[src/rtl/iir_cascade_sched_if.sv]
// iir_cascade_sched_if: sample, coefficient-load and status signals of the biquad cascade scheduler
interface iir_cascade_sched_if #(
    parameter int DATA_W = 16,
    parameter int COEF_W = 18
);
    logic                     lrclk_negedge;
    logic                     i_valid;
    logic signed [DATA_W-1:0] x_in;
    logic                     cfg_we;
    logic [2:0]               cfg_sect;
    logic [2:0]               cfg_idx;
    logic signed [COEF_W-1:0] cfg_data;
    logic                     cfg_ready;
    logic signed [DATA_W-1:0] audio_out;
    logic                     o_out_valid;
    logic                     o_busy;
    logic                     o_overrun;

    modport master (
        output lrclk_negedge, i_valid, x_in, cfg_we, cfg_sect, cfg_idx, cfg_data,
        input  cfg_ready, audio_out, o_out_valid, o_busy, o_overrun
    );
    modport slave (
        input  lrclk_negedge, i_valid, x_in, cfg_we, cfg_sect, cfg_idx, cfg_data,
        output cfg_ready, audio_out, o_out_valid, o_busy, o_overrun
    );
endinterface

[src/rtl/iir_cascade_sched.sv]
// iir_cascade_sched: time-multiplexed biquad cascade, one shared 5-product MAC, one section per cycle
// Define IIR_SAT_EN to saturate each section output; otherwise outputs wrap to DATA_W bits.
module iir_cascade_sched #(
    parameter int N_SECT = 4,
    parameter int DATA_W = 16,
    parameter int COEF_W = 18,
    parameter int ACC_W  = 37,
    parameter int FRAC   = 16
) (
    input logic clk,
    input logic i_rst_n,
    iir_cascade_sched_if.slave bus
);
    localparam int SW = (N_SECT > 1) ? $clog2(N_SECT) : 1;
    localparam logic [0:0] IDLE = 1'b0;
    localparam logic [0:0] RUN  = 1'b1;

    logic [0:0]               state;
    logic [SW-1:0]            sec;
    logic signed [COEF_W-1:0] coef [N_SECT][5];
    logic signed [DATA_W-1:0] x1 [N_SECT];
    logic signed [DATA_W-1:0] x2 [N_SECT];
    logic signed [DATA_W-1:0] y1 [N_SECT];
    logic signed [DATA_W-1:0] y2 [N_SECT];
    logic signed [DATA_W-1:0] u, y;
    logic signed [ACC_W-1:0]  acc, sh;
    logic                     last, cfg_ok;

    assign bus.cfg_ready = (state == IDLE);
    assign bus.o_busy    = (state == RUN);
    assign last          = (sec == SW'(N_SECT - 1));
    assign cfg_ok        = ({1'b0, bus.cfg_sect} < 4'(N_SECT)) && (bus.cfg_idx < 3'd5);

    always_comb begin
        acc = ACC_W'(u) * ACC_W'(coef[sec][0]) + ACC_W'(x1[sec]) * ACC_W'(coef[sec][1])
            + ACC_W'(x2[sec]) * ACC_W'(coef[sec][2]) + ACC_W'(y1[sec]) * ACC_W'(coef[sec][3])
            + ACC_W'(y2[sec]) * ACC_W'(coef[sec][4]);
        sh = acc >>> FRAC;
`ifdef IIR_SAT_EN
        y = (&sh[ACC_W-1:DATA_W-1] || ~|sh[ACC_W-1:DATA_W-1]) ? sh[DATA_W-1:0]
          : sh[ACC_W-1] ? {1'b1, {(DATA_W-1){1'b0}}} : {1'b0, {(DATA_W-1){1'b1}}};
`else
        y = DATA_W'(sh);
`endif
    end

    // Coefficients survive i_valid drops; only reset restores passthrough.
    always_ff @(posedge clk) begin
        if (!i_rst_n) begin
            for (int s = 0; s < N_SECT; s++)
                for (int k = 0; k < 5; k++)
                    coef[s][k] <= (k == 0) ? COEF_W'(1 << FRAC) : COEF_W'(0);
        end else if (bus.cfg_we && bus.cfg_ready && cfg_ok) begin
            coef[bus.cfg_sect[SW-1:0]][bus.cfg_idx] <= bus.cfg_data;
        end
    end

    always_ff @(posedge clk) begin
        if (!i_rst_n || !bus.i_valid) begin
            state           <= IDLE;
            sec             <= '0;
            u               <= '0;
            bus.audio_out   <= '0;
            bus.o_out_valid <= 1'b0;
            for (int s = 0; s < N_SECT; s++) begin
                x1[s] <= '0;
                x2[s] <= '0;
                y1[s] <= '0;
                y2[s] <= '0;
            end
            if (!i_rst_n) bus.o_overrun <= 1'b0;
        end else begin
            bus.o_out_valid <= 1'b0;
            if (state == IDLE) begin
                if (bus.lrclk_negedge) begin
                    u     <= bus.x_in;
                    sec   <= '0;
                    state <= RUN;
                end
            end else begin
                if (bus.lrclk_negedge) bus.o_overrun <= 1'b1;
                x2[sec] <= x1[sec];
                x1[sec] <= u;
                y2[sec] <= y1[sec];
                y1[sec] <= y;
                u       <= y;
                if (last) begin
                    bus.audio_out   <= y;
                    bus.o_out_valid <= 1'b1;
                    state           <= IDLE;
                    sec             <= '0;
                end else begin
                    sec <= sec + 1'b1;
                end
            end
        end
    end
endmodule

[src/flat_wrapper.sv]
// flat-port wrapper written by rule: the top's interface ports become plain ports
module iir_cascade_sched_flat 
#(
    parameter int N_SECT = 4,
    parameter int DATA_W = 16,
    parameter int COEF_W = 18,
    parameter int ACC_W  = 37,
    parameter int FRAC   = 16
)
  (clk, i_rst_n, bus_lrclk_negedge, bus_i_valid, bus_x_in, bus_cfg_we, bus_cfg_sect, bus_cfg_idx, bus_cfg_data, bus_cfg_ready, bus_audio_out, bus_o_out_valid, bus_o_busy, bus_o_overrun);
  iir_cascade_sched_if #(.DATA_W(DATA_W), .COEF_W(COEF_W)) bus_i ();
  input logic clk;
  input logic i_rst_n;
  input wire logic [$bits(bus_i.lrclk_negedge)-1:0] bus_lrclk_negedge;
  input wire logic [$bits(bus_i.i_valid)-1:0] bus_i_valid;
  input wire logic [$bits(bus_i.x_in)-1:0] bus_x_in;
  input wire logic [$bits(bus_i.cfg_we)-1:0] bus_cfg_we;
  input wire logic [$bits(bus_i.cfg_sect)-1:0] bus_cfg_sect;
  input wire logic [$bits(bus_i.cfg_idx)-1:0] bus_cfg_idx;
  input wire logic [$bits(bus_i.cfg_data)-1:0] bus_cfg_data;
  output wire logic [$bits(bus_i.cfg_ready)-1:0] bus_cfg_ready;
  output wire logic [$bits(bus_i.audio_out)-1:0] bus_audio_out;
  output wire logic [$bits(bus_i.o_out_valid)-1:0] bus_o_out_valid;
  output wire logic [$bits(bus_i.o_busy)-1:0] bus_o_busy;
  output wire logic [$bits(bus_i.o_overrun)-1:0] bus_o_overrun;
  assign bus_i.lrclk_negedge = bus_lrclk_negedge;
  assign bus_i.i_valid = bus_i_valid;
  assign bus_i.x_in = bus_x_in;
  assign bus_i.cfg_we = bus_cfg_we;
  assign bus_i.cfg_sect = bus_cfg_sect;
  assign bus_i.cfg_idx = bus_cfg_idx;
  assign bus_i.cfg_data = bus_cfg_data;
  assign bus_cfg_ready = bus_i.cfg_ready;
  assign bus_audio_out = bus_i.audio_out;
  assign bus_o_out_valid = bus_i.o_out_valid;
  assign bus_o_busy = bus_i.o_busy;
  assign bus_o_overrun = bus_i.o_overrun;
  iir_cascade_sched #(.N_SECT(N_SECT), .DATA_W(DATA_W), .COEF_W(COEF_W), .ACC_W(ACC_W), .FRAC(FRAC)) u_core (.clk(clk), .i_rst_n(i_rst_n), .bus(bus_i));
endmodule
[config.mk]
export PLATFORM = sky130hd
export DESIGN_NAME = iir_cascade_sched_flat
export DESIGN_NICKNAME = d
export VERILOG_FILES = /design/src/rtl/iir_cascade_sched_if.sv /design/src/rtl/iir_cascade_sched.sv /design/src/flat_wrapper.sv
export SDC_FILE = /design/constraint.sdc
export NUM_CORES = 2
export LEC_CHECK = 0
export CORE_ASPECT_RATIO = 1.1
export CORE_MARGIN = 2
export CORE_UTILIZATION = 40
export DETAILED_ROUTE_END_ITERATION = 10
export DONT_BUFFER_PORTS = 1
export PLACE_DENSITY = 0.59
export SETUP_SLACK_MARGIN = 0.2
export SLEW_MARGIN = 20
export SYNTH_ARGS = -nofsm -noshare
export SYNTH_HDL_FRONTEND = slang
export SYNTH_SLANG_ARGS = --single-unit
[constraint.sdc]
create_clock -name clk -period 12.9 [get_ports clk]
set_input_delay 1.29 -clock clk [delete_from_list [all_inputs] [get_ports clk]]
set_output_delay 1.29 -clock clk [all_outputs]
set_load 0.02 [all_outputs]
# Yosys cells after proc, flatten, opt, wreduce, memory -nomap -nowiden
# Memory sizes are Yosys's and may differ from the RTL's. A register that Yosys moved wholly into a read port is not among the register bits.
# Cells that the tools add are included.
# totals
register_bits	37
ramBits	616
in_bits	45
out_inout_bits	20
wordCells	96
memories	5
# op_classes
n_addsub	5
n_mul	5
n_lt_le_gt_ge	4
eq_ne	2
muxes	49
bitwise_logic	2
n_reduce_logical	18
# memory_table
memory	words	width	rd	rd_ports_with_merged_regs	write_ports	line_no	rtl
u_core.coef	4	90	1	1	4	iir_cascade_sched.sv:20	logic signed [COEF_W-1:0] coef [N_SECT][5];
u_core.x1	4	16	1	1	4	iir_cascade_sched.sv:21	logic signed [DATA_W-1:0] x1 [N_SECT];
u_core.x2	4	16	1	1	4	iir_cascade_sched.sv:22	logic signed [DATA_W-1:0] x2 [N_SECT];
u_core.y1	4	16	1	1	4	iir_cascade_sched.sv:23	logic signed [DATA_W-1:0] y1 [N_SECT];
u_core.y2	4	16	1	1	4	iir_cascade_sched.sv:24	logic signed [DATA_W-1:0] y2 [N_SECT];
# ops
op	n
90-bit 2-to-1 mux	3
16-bit by 18-bit multiplier with 32-bit output	5
32-bit adder	4
16-bit 2-to-1 mux	6
90-bit OR reduction	1
16-bit OR reduction	4
18-bit demux with 3-bit select	1
2-bit 2-to-1 mux	18
1-bit 2-to-1 mux	20
18-bit 2-to-1 mux	1
3-bit less-than comparator (second input constant)	2
2-bit nonzero test	3
4-bit greater-or-equal comparator (second input constant)	1
1-bit logical AND	4
4-bit by 1-bit less-than comparator with 1-bit output (second input constant)	1
3-bit NOT with 4-bit output	1
3-bit AND reduction	1
2-bit by 1-bit adder with 2-bit output (second input constant)	1
2-bit == test (second input constant)	1
1-bit zero test	2
2-bit inequality test (second input constant)	1
2-bit AND reduction	1
2-bit OR reduction	1
1-bit logical OR	1
1-bit NOT	1

# Logic depth before layout (Yosys ltp)
# depth
depth_word	8
ltp_mapped	42
ltp_nobuf	34

# Least setup slack after synthesis
# No wires, ideal clock.
# synth_path
path_type	register -> register
start	reg (tool-made name)
end	mem u_core.y1[1][15] (data pin)
setup_time_ps	265
t_arrival_ps	10093
required_time_ps	12635
setup_slack_ps	2542
stages_incl_launch_ff	37
n_path_buf	6
period_less_slack_ps	10358
cell_sequence	dfxtp_1 buf_6 buf_12 buf_12 buf_2 buf_2 buf_2 mux2_2 o21ai_1 inv_1 nand2_1 inv_1 fa_1 fa_1 inv_1 fa_1 fa_1 inv_1 fa_1 fa_1 fa_1 fa_1 fa_1 inv_1 fa_1 inv_1 ha_1 a21o_1 nor2_1 and3_1 a21oi_1 o22ai_2 o221ai_1 a211o_1 o31ai_1 xnor2_2 nor2_1
# synth_lines
item	line_no
to (decl)	iir_cascade_sched.sv:23

==> metrics.yaml <==
clock_tree:
  tritoncts: "done"
  htree_num_levels: 3
  clockRootBuffer: "clkbuf_16"
  postCtsHoldBufs: 0
  cts_resized: 0
  postCtsSetupBuffers: 0
  cts.path.max_buffers: 3
  cts_buffers: 71
  clock_latency_ps: 710
  clk_pin_slew_ps: 60
  clock_sinks: 655
die:
  die_y_um: 471.1
  chipWidth_um: 428.7
  start_util_pct: 40.22
  die_area_um2: 202000
  boundaryPins: 65
  rows: 171
  core-area_um2: 197300
synthesis:
  synth.distinct_cells: 61
  synth.ff_latch_count: 655
  synthesis.nets: 9448
  ys.warnings.count: 0
  synthTopCellsByArea: "fa_1, edfxtp_1, inv_1"
  synth_edf_count: 617
  synth_most_common_cell: "inv_1"
  ys_top_cells_by_count: "inv_1, fa_1, nand2_1, nor2_1, edfxtp_1"
  synth-async-reset-ratio_pct: 0
  synthesis.area_um2: 79350
  synth_top_area_share_pct: 40.32
  ys.flop_type: "edfxtp_1"
  syn_area_per_cell_um2: 10.55
  netlist_instances: 7520
  ys_seq_area_share_pct: 24.31
  synth_top_area_cell: "fa_1"
timing:
  slew_headroom_pct: 19.09
  tns_ps: 0
  hold_violations: 0
  fmax_mhz: 88.18
  period_minus_slack_ps: 11340
  hold_slack_ps: 569.3
  grt_setup_unrepaired: "no"
  tightestPinTransition_ps: 1205
  setup_viol: 0
  skew_ps: 44.25
  fin_crit_sh_pct: 87.91
  drv_slew: 0
placed_design:
  globalplace.congestion: 1.002
  dp_hpwl_mm: 210.5
  io_buffers: 0
outcome:
  status: "complete, but fails checks"
  violations: "antenna rules"
global_routing:
  grt_pass1_vias: 57130
  overflow: 0
  grt_max_degree: 75
  grtUsageTotal_pct: 25.86
  antenna_found_initial: 9
  grt_pass1_wl_mm: 380.5
setup_path:
  cpMaxStageDelayCell: "dfxtp_4"
  critPathMaxStageDelay_ps: 760
  crit_top_cell: "fa_1"
  crit_arrival_ps: 11770
  endpoint_kind: "register"
  ff2ff_setup_slack_ps: 1560
  required_ps: 13320
  startpoint_type: "register"
  worstPathMaxFanout: 59
  criticalPathCategory: "register to register"
drt:
  dr.pass1.iters: 6
  route.detailed.drc: 0
  drt-initial-drc-count: 4442
  drt.antenna.violating_nets: 1
  via_per_inst: 5.201
  routed-via-count: 52490
  wire_per_inst_um: 25.38
  finalWirelength_mm: 256.1
cells_and_area:
  nets: 9359
  fin_util_pct: 43.19
  synthToLayoutAreaGrowth_pct: 7.367
  drive_gt1_share_pct: 7.240
  fill_cells: 18850
worst_hold_path:
  min_path_type: "register to register"
  hp-start: "u_core.bus.audio_out[7]"
job:
  cap_violations: 0
[through the flow]
| stage | setup WS (ps) | std cells | area [um2] |
|---|---|---|---|
| 2_1_floorplan | 2542 | 7520 | 79350 |
| 3_3_place_gp | 1652 | 9952 | 82840 |
| 3_5_place_dp | 1652 | 9953 | 82870 |
| 4_1_cts | 1631 | 10080 | 85130 |
| 5_1_grt | 1199 | 10080 | 85170 |
| 6_report | 1560 | 10090 | 85200 |
[flip-flops by register name, indices dropped and copies added, names as in the netlist, named ones only]
name / count
u_core.coef: 360
u_core.x1: 64
u_core.x2: 64
u_core.y1: 64
u_core.y2: 64
u_core.bus.audio_out: 16
u_core.u: 16
u_core.sec: 2
u_core.bus.o_busy: 1
u_core.bus.o_out_valid: 1
u_core.bus.o_overrun: 1
[cell families (layout without fill, tap and decap cells)]
kind of cell    Yosys count  in the layout  share of synthesized area (%)
mux                     291            291                          4.637
simple gates           2266           2266                          13.17
compound gates          262            262                          2.020
flops                   655            655                          24.31
buf+inv                2057           2023                          9.869
fa+ha+maj              1883           1883                          44.81
other cells               0             10                              0
xor+xnor                106            106                          1.189
[metal layers]
metal,wire (um),track usage [%],vias up
met4,15720,13.23,4
met5,27,0,-
met1,99410,32.60,27740
met2,123600,43.29,2008
met3,17270,3.887,551
li1,-,-,22190
[worst paths after layout]
| path | depth (start not counted) | endpoint |
|---|---|---|
| worst min-delay path | 2 | u_core.bus.audio_out[7] |
| worst min register to register | 2 | u_core.bus.audio_out[7] |
| worst max-delay path | 32 | u_core.y1[0][15] |
| worst max register to register | 32 | u_core.y1[0][15] |
[area by class of cell]
cell class	instances	area [um2]	share of cell area, %
Timing Repair Buffer	190	1509	1.771
Inverter	1705	6400	7.512
Clock inverter	38	324.1	0.3804
Antenna cell	10	25.02	0.02937
Sequential cell	655	19300	22.65
Tap cell	2595	3247	3.811
Clock buffer	90	1932	2.268
Multi-Input combinational cell	4808	52460	61.57
[worst max-delay path, delay by kind of cell (launching register included)]
kind | cells | cell delay (ps)
AO/OA/AOI/OAI | 6 | 1850
XOR/XNOR | 1 | 350
AND/OR/NAND/NOR | 4 | 880
adder cells (fa/ha/maj) | 11 | 5300
flip-flops | 1 | 760
multiplexers | 1 | 400
buffers and inverters | 9 | 1410
[layout by cell type, fill, tap and decap left out, types with 11 or more instances in the layout]
master     netlist  layout
a211oi_1        21      21
o21ai_1         52      74
inv_1         1704    1704
mux4_2          48      48
nand3_1         11      11
clkinv_2         0      11
o21ai_2          1      20
clkbuf_16        0      74
fa_1          1598    1598
a21oi_1         23      23
nor2_1         737     732
ha_1           285     285
o21ai_0         77      32
clkinv_1         1      12
edfxtp_1       617     617
clkbuf_1       293      14
o21a_1          64      64
nand2_1        751     745
xor2_1          12      12
nor2b_1         35      35
mux2_2         109     109
nor3_1          15      13
buf_4            1     182
and2_1         555     555
and3_1          71      71
dfxtp_1         38      33
nand2b_1        49      47
xnor2_1         92      90
or2_2           27      27
mux2i_1        128     126
Power is left out: the tool's default activity adds up to more than one toggle a clock period on the data nets, which glitch-free logic cannot reach.
